--- src/rtl/control_sequencer.sv ---
// Microcoded control unit for the 8-bit bus computer: fetch/execute micro-step sequencer and strobe decode.
// Latency: strobes are a combinational decode of the current micro-step; one micro-step per clock, 3..5 clocks per instruction.
// Backpressure: none; HLT freezes the sequencer until reset. Optional COND_JUMP_EN enables JC/JZ (otherwise opcodes 7/8 act as NOP).
//
// Ports:
//   clk, rst (async, active-high)         clock and reset
//   instr[7:0], carry, zero               IR contents (opcode in [7:4]) and latched ALU flags
//   pc_out/pc_inc/pc_load, mar_in,        bus drive and load strobes for every peripheral
//   ram_out/ram_in, ir_in/ir_out, a_in/a_out, b_in, alu_out/sub/flags_in, out_in
//   halt                                  clock-stop request, high while halted
//   step[2:0]                             current micro-step T0..T4 (debug)
module control_sequencer (
    input  logic       clk,
    input  logic       rst,
    input  logic [7:0] instr,
    input  logic       carry,
    input  logic       zero,
    output logic       pc_out,
    output logic       pc_inc,
    output logic       pc_load,
    output logic       mar_in,
    output logic       ram_out,
    output logic       ram_in,
    output logic       ir_in,
    output logic       ir_out,
    output logic       a_in,
    output logic       a_out,
    output logic       b_in,
    output logic       alu_out,
    output logic       sub,
    output logic       flags_in,
    output logic       out_in,
    output logic       halt,
    output logic [2:0] step
);

    typedef enum logic [2:0] {
        T0 = 3'd0,
        T1 = 3'd1,
        T2 = 3'd2,
        T3 = 3'd3,
        T4 = 3'd4
    } step_t;

    localparam logic [3:0] OP_LDA = 4'h1;
    localparam logic [3:0] OP_ADD = 4'h2;
    localparam logic [3:0] OP_SUB = 4'h3;
    localparam logic [3:0] OP_STA = 4'h4;
    localparam logic [3:0] OP_LDI = 4'h5;
    localparam logic [3:0] OP_JMP = 4'h6;
    localparam logic [3:0] OP_JC  = 4'h7;
    localparam logic [3:0] OP_JZ  = 4'h8;
    localparam logic [3:0] OP_OUT = 4'hE;
    localparam logic [3:0] OP_HLT = 4'hF;

    step_t      step_q, step_d;
    logic       halted_q, halted_d;
    logic [3:0] opcode;
    logic       jc_take;
    logic       jz_take;

    assign opcode = instr[7:4];

    // The operand nibble reaches the bus through the IR itself, never through this block.
    logic unused_operand;
    assign unused_operand = ^instr[3:0];

`ifdef COND_JUMP_EN
    assign jc_take = carry;
    assign jz_take = zero;
`else
    assign jc_take = 1'b0;
    assign jz_take = 1'b0;
    logic unused_flags;
    assign unused_flags = carry ^ zero;
`endif

    always_ff @(posedge clk or posedge rst) begin
        if (rst) begin
            step_q   <= T0;
            halted_q <= 1'b0;
        end else begin
            step_q   <= step_d;
            halted_q <= halted_d;
        end
    end

    always_comb begin
        step_d   = step_q;
        halted_d = halted_q;
        pc_out   = 1'b0;
        pc_inc   = 1'b0;
        pc_load  = 1'b0;
        mar_in   = 1'b0;
        ram_out  = 1'b0;
        ram_in   = 1'b0;
        ir_in    = 1'b0;
        ir_out   = 1'b0;
        a_in     = 1'b0;
        a_out    = 1'b0;
        b_in     = 1'b0;
        alu_out  = 1'b0;
        sub      = 1'b0;
        flags_in = 1'b0;
        out_in   = 1'b0;
        halt     = 1'b0;

        // Reset gates every strobe immediately, independent of the clock.
        if (rst) begin
            step_d   = T0;
            halted_d = 1'b0;
        end else if (halted_q) begin
            halt = 1'b1;
        end else begin
            case (step_q)
                T0: begin
                    pc_out = 1'b1;
                    mar_in = 1'b1;
                    step_d = T1;
                end
                T1: begin
                    ram_out = 1'b1;
                    ir_in   = 1'b1;
                    pc_inc  = 1'b1;
                    step_d  = T2;
                end
                T2: begin
                    step_d = T0;
                    case (opcode)
                        OP_LDA, OP_ADD, OP_SUB, OP_STA: begin
                            ir_out = 1'b1;
                            mar_in = 1'b1;
                            step_d = T3;
                        end
                        OP_LDI: begin
                            ir_out = 1'b1;
                            a_in   = 1'b1;
                        end
                        OP_JMP: begin
                            ir_out  = 1'b1;
                            pc_load = 1'b1;
                        end
                        OP_JC: begin
                            ir_out  = jc_take;
                            pc_load = jc_take;
                        end
                        OP_JZ: begin
                            ir_out  = jz_take;
                            pc_load = jz_take;
                        end
                        OP_OUT: begin
                            a_out  = 1'b1;
                            out_in = 1'b1;
                        end
                        OP_HLT: begin
                            // Step stays at T2 so the debug port shows where execution stopped.
                            halt     = 1'b1;
                            halted_d = 1'b1;
                            step_d   = T2;
                        end
                        default: ;
                    endcase
                end
                T3: begin
                    step_d = T0;
                    case (opcode)
                        OP_LDA: begin
                            ram_out = 1'b1;
                            a_in    = 1'b1;
                        end
                        OP_ADD, OP_SUB: begin
                            ram_out = 1'b1;
                            b_in    = 1'b1;
                            step_d  = T4;
                        end
                        OP_STA: begin
                            a_out  = 1'b1;
                            ram_in = 1'b1;
                        end
                        default: ;
                    endcase
                end
                T4: begin
                    step_d = T0;
                    if (opcode == OP_ADD || opcode == OP_SUB) begin
                        alu_out  = 1'b1;
                        a_in     = 1'b1;
                        flags_in = 1'b1;
                        sub      = (opcode == OP_SUB);
                    end
                end
                default: step_d = T0;
            endcase
        end
    end

    assign step = step_q;

endmodule

--- config.mk ---
export PLATFORM = sky130hd
export DESIGN_NAME = control_sequencer
export DESIGN_NICKNAME = d
export VERILOG_FILES = /design/src/rtl/control_sequencer.sv
export SDC_FILE = /design/constraint.sdc
export NUM_CORES = 1
export LEC_CHECK = 0
export ABC_CLOCK_PERIOD_IN_PS = 1460
export CAP_MARGIN = 20
export CORE_UTILIZATION = 34
export CTS_CLUSTER_DIAMETER = 40
export DETAILED_ROUTE_END_ITERATION = 16
export GPL_ROUTABILITY_DRIVEN = 1
export HOLD_SLACK_MARGIN = 0.02
export MAX_ROUTING_LAYER = met4
export PLACE_DENSITY = 0.86
export SYNTH_ARGS = -nofsm -noshare
export SYNTH_HDL_FRONTEND = slang
export SYNTH_SLANG_ARGS = --single-unit
--- constraint.sdc ---
create_clock -name clk -period 1.46 [get_ports clk]
set_input_delay 0.146 -clock clk [delete_from_list [all_inputs] [get_ports clk]]
set_output_delay 0.146 -clock clk [all_outputs]
set_load 0.02 [all_outputs]
; Word-level counts from Yosys, hierarchy flattened
; Index checks and enable logic that the tools add are counted.
[word_totals]
regBits = 4
latch_bits = 0
mem_bits_rw = 0
rom_bits = 0
in_bits = 12
out_inout_bits = 19
word_cells = 80
mem_count = 0
[classes]
n_addsub = 0
mul = 0
div = 0
magnitude_cmp = 0
eq_ne = 13
n_shift = 0
n_mux = 59
bitwise_logic = 0
reduce_logical = 6
[ops]
columns = cell, count
row1 = 1-bit 2-to-1 mux, 50
row2 = 4-bit by 3-bit == test with 1-bit output (second input constant), 3
row3 = 3-bit case mux with 4 select lines, 1
row4 = 3-bit 2-to-1 mux, 3
row5 = 4-bit by 2-bit == test with 1-bit output (second input constant), 2
row6 = 4-bit == test (second input constant), 2
row7 = 3-bit by 2-bit == test with 1-bit output (second input constant), 2
row8 = 1-bit case mux with 2 select lines, 3
row9 = 6-bit OR reduction, 1
row10 = 4-bit by 1-bit == test with 1-bit output (second input constant), 1
row11 = 2-bit case mux with 2 select lines, 1
row12 = 4-bit OR reduction, 1
row13 = 3-bit by 1-bit == test with 1-bit output (second input constant), 1
row14 = 3-bit == test (second input constant), 1
row15 = 3-bit logical NOT, 1
row16 = 1-bit case mux with 3 select lines, 1
row17 = 3-bit OR reduction, 1
row18 = 2-bit != test (second input constant), 1
row19 = 2-bit OR reduction, 1
row20 = 1-bit logical OR, 1

; Longest topological paths before layout
[depth]
depth_word = 6
ltp_mapped = 5

; Worst setup path before layout
; No wires, ideal clock.
[synth_timing]
kind = reg2out
start = register step_q[2], in the netlist step[2]
end = output port ram_out
arrival_time_ns = 1.558
slack_ns = -0.244
stages_incl_launch_ff = 5
n_path_buf = 1
path_cell_list = dfrtp_1 buf_6 nor3_1 and3b_1 o21bai_1
[synth_between]
elab_chain_len = 4
word_cells_on_any_way = 5
classes_between = eq/ne (2) / mux (3)
[synth_lines]
columns = item, line_no
row1 = "start, declared", 56  ; step_t step_q, step_d;
row2 = "start signal, assigned", 83  ; step_q <= step_d;
row3 = 3-bit by 2-bit == test with 1-bit output / 3-bit by 1-bit == test with 1-bit output (equally long branches), 115  ; case (step_q)
row4 = 1-bit case mux with 2 select lines *, 115
row5 = 1-bit 2-to-1 mux *, 112  ; end else if (halted_q) begin
row6 = 1-bit 2-to-1 mux *, 109  ; if (rst) begin
row7 = "end, declared", 22  ; output logic ram_out,
; Mark *: on every way between the ends. The rest lies on a longest branch, timed or not.

; Final worst setup path
[layout_timing]
start = register step_q[0], in the netlist step[0]
end = output port a_in
[layout_between]
elab_chain_len = 4
word_cells_on_any_way = 6
classes_between = eq/ne (3) / mux (3)
[layout_lines]
columns = item, line_no
row1 = 3-bit == test / 3-bit by 2-bit == test with 1-bit output (equally long branches), 115
row2 = 1-bit case mux with 3 select lines *, 115
row3 = 1-bit 2-to-1 mux *, 112
row4 = 1-bit 2-to-1 mux *, 109
row5 = "end, declared", 26  ; output logic a_in,
; Marked as above.

==> results.toml <==
[place]
portBuffers = 24
pre_cts_slack_ps = -828
gp_congestion = 0.820
dp.cells = 114
dpl.hpwl_um = 1260
dpl_cell_area_um2 = 888

[power]
power.switching_mw = 0.258
total_power_mw = 0.651
p_int_mw = 0.393
combPwrFrac = 0.548
p_seq_frac = 0.210
p_leak_nw = 0.519
clkPwrFrac = 0.242
switching_share = 0.397
power.density_mw_per_mm2 = 576
vdd_drop_max_v = 0.000510

[timing]
final.setup.worst_slack_ps = -364
min_period_ps = 1820
max_slew_margin = 0.740
rsz0062_at_grt = "yes"
fin_tns_setup_ps = -4150
slew_violations = 0
hold_viol = 0
tightest_slew_ps = 384
finalCritPeriodShare = 1.25
fmax_ghz = 0.548
whs_ps = 556
finClkSkew_ps = 9.73
setup_viol = 16

[clocking]
cts_buffers = 3
cts_tree = "done"
insertion_delay_ps = 250
cts-htree-levels = 1
cts.sinks = 4
cts.clk_slew.worst_paths_ps = 50
clock_path_buffers = 2
cts_root_buffer = "clkbuf_4"

[worst_setup_path]
crit_type = "reg -> out"
start_kind = "flop"
r2r_start = "step[2]$_DFFE_PP0P_"
critical_path.endpoint_type = "output pin"
r2r-end = "step[2]$_DFFE_PP0P_"
cp.required_ps = 1310
r2r_cells = 5
crit_fanout = 5
critical_path_arrival_ps = 1680
rrSetupSlack_ps = 30

[logic_synthesis]
ys_seq_area_frac = 0.220
ys_async_sr_fraction = 1.00
synth_top_cell_by_area = "dfrtp_1"
synth_nets = 74
synth_edf_count = 0
synth_top_area_frac = 0.220
yosysMostFrequentCell = "nor2_1"
muxShareOfSynthArea = 0.0220
synth_warnings = 0
synthCells = 62
synth.avg_cell_area_um2 = 7.35
synth_top_family_by_area = "simple AND/OR/NAND/NOR gates"
synthTopCellsByArea = "dfrtp_1 22%, nor2_1 7.4%, o21ai_0 5.5%"
synth_compound_area_frac = 0.140
ys_types = 31
synth_xor_area_frac = 0.0192
synth_fa_ha_area_frac = 0
yosys.area_share.simple = 0.484
synth_top_flop_cell = "dfrtp_1"
synth_seq_cells = 4
netlist_top_cells_count = "9 x nor2_1, 5 x o21ai_0, 4 x dfrtp_1"
synth_area_um2 = 455

[route]
via_count = 815
viasPerCell = 6.27
wl_um = 3060
firstDrtPassIters = 4
drtIter0Drc = 79
wire_per_inst_um = 23.5
drc = 0
dr.max_layer_used = "met4"
met1_length_um = 1040
met2_length_um = 1450
dr_wl_met3_um = 293
ant_nets = 0

[global_route]
grt-ovfl-total = 0
grt_pass1_wl_um = 3390
grt_antenna_before_repair = 0
grt_max_degree = 9
grt_pass1_vias = 678
grt.total_usage = 0.345

[layout]
diodes = 0
layout.cells.non_filler = 130
areaGrowthSynthToFinish_pct = 148
fin_area_mm2 = 0.00113
final_util = 0.966
final_nets = 130
drive_above_1_share = 0.690

[floorplanning]
io_pins = 31
die_h_um = 38.6
core_area_mm2 = 0.00117
fp-row-count = 12
floorplan.initialDensity = 0.389
die_w_um = 38.6
die-area_mm2 = 0.00149

[outcome]
status = "finished with violations"
violations = "negative setup slack"

[worst_hold_path]
hp-class = "in -> async"

[run]
cap_violations = 0
-- power groups by stage --
stage                     combinational [mW]  sequential, mW  clock (mW)
after floorplan                        0.112           0.131           0
after global placement                 0.223           0.133           0
after detailed placement               0.228           0.134           0
after CTS                              0.315           0.138       0.137
after global routing                   0.367           0.136       0.164
final                                  0.357           0.137       0.158
-- cell type report --
| class | instances | area [µm²] |
|---|---|---|
| inverters | 3 | 11.3 |
| well taps | 14 | 17.5 |
| flip-flops and latches | 4 | 104 |
| multi-input cells | 49 | 453 |
| repair buffers | 57 | 523 |
| fillers | 23 | 40.0 |
| clock buffers | 3 | 22.5 |
-- sequential cells by signal, indices dropped and copies added, names as in the netlist --
| signal | cells |
|---|---|
| step | 3 |
| halted_q | 1 |
-- worst max-delay path by stage --
stage	cells after the start	start	to	slack, ps
final	5	step[0]$_DFFE_PP0P_	a_in	-360
after global routing	5	step[0]$_DFFE_PP0P_	a_in	-420
after CTS	4	step[2]$_DFFE_PP0P_	ir_out	-240
after detailed placement	6	rst	ram_out	-830
after global placement	6	rst	ram_out	-770
after floorplan	5	step[0]$_DFFE_PP0P_	flags_in	-110
-- per-layer routing --
layer / vias up / global-route usage
li1: 332 / -
met1: 361 / 0.416
met2: 86 / 0.571
met3: 36 / 0.0520
met4: 0 / 0.138
met5: - / -
-- worst max-delay path: stages (launching register included) --
cell and delay [ps]:
dfrtp_2 460, buf_6 150, nor2_4 80, nand4_1 200
a211oi_2 330, buf_4 190
-- what timing repair did --
action,CTS,global route
endpoints found under the hold margin,4,0
endpoints found under the setup margin,19,19
cloned,0,0
resized for setup,121,15
pin swaps,11,10
setup buffers,8,9
hold buffers,1,0
-- logic make-up (layout without fill, tap and decap cells) --
| group | count (synthesis) | after routing |
|---|---|---|
| muxes | 1 | 1 |
| buffers and inverters | 9 | 63 |
| AOI/OAI and AO/OA | 11 | 11 |
| xor gates and xnor gates | 1 | 1 |
| DFF | 4 | 4 |
| and+or+nand+nor | 36 | 36 |
-- placed cells by master, fill, tap and decap left out, types with 2 or more instances in the layout --
master	instances
dfrtp_2	3
inv_1	3
nor3_2	2
o21ai_0	3
nand3_1	2
buf_6	21
clkbuf_4	3
nor2_4	5
or3_4	2
and2_1	2
nor2_1	3
buf_4	27
nand4_1	3
dlygate4sd2_1	7
nand2_1	3
No activity file was read; power rests on OpenSTA's default activity.
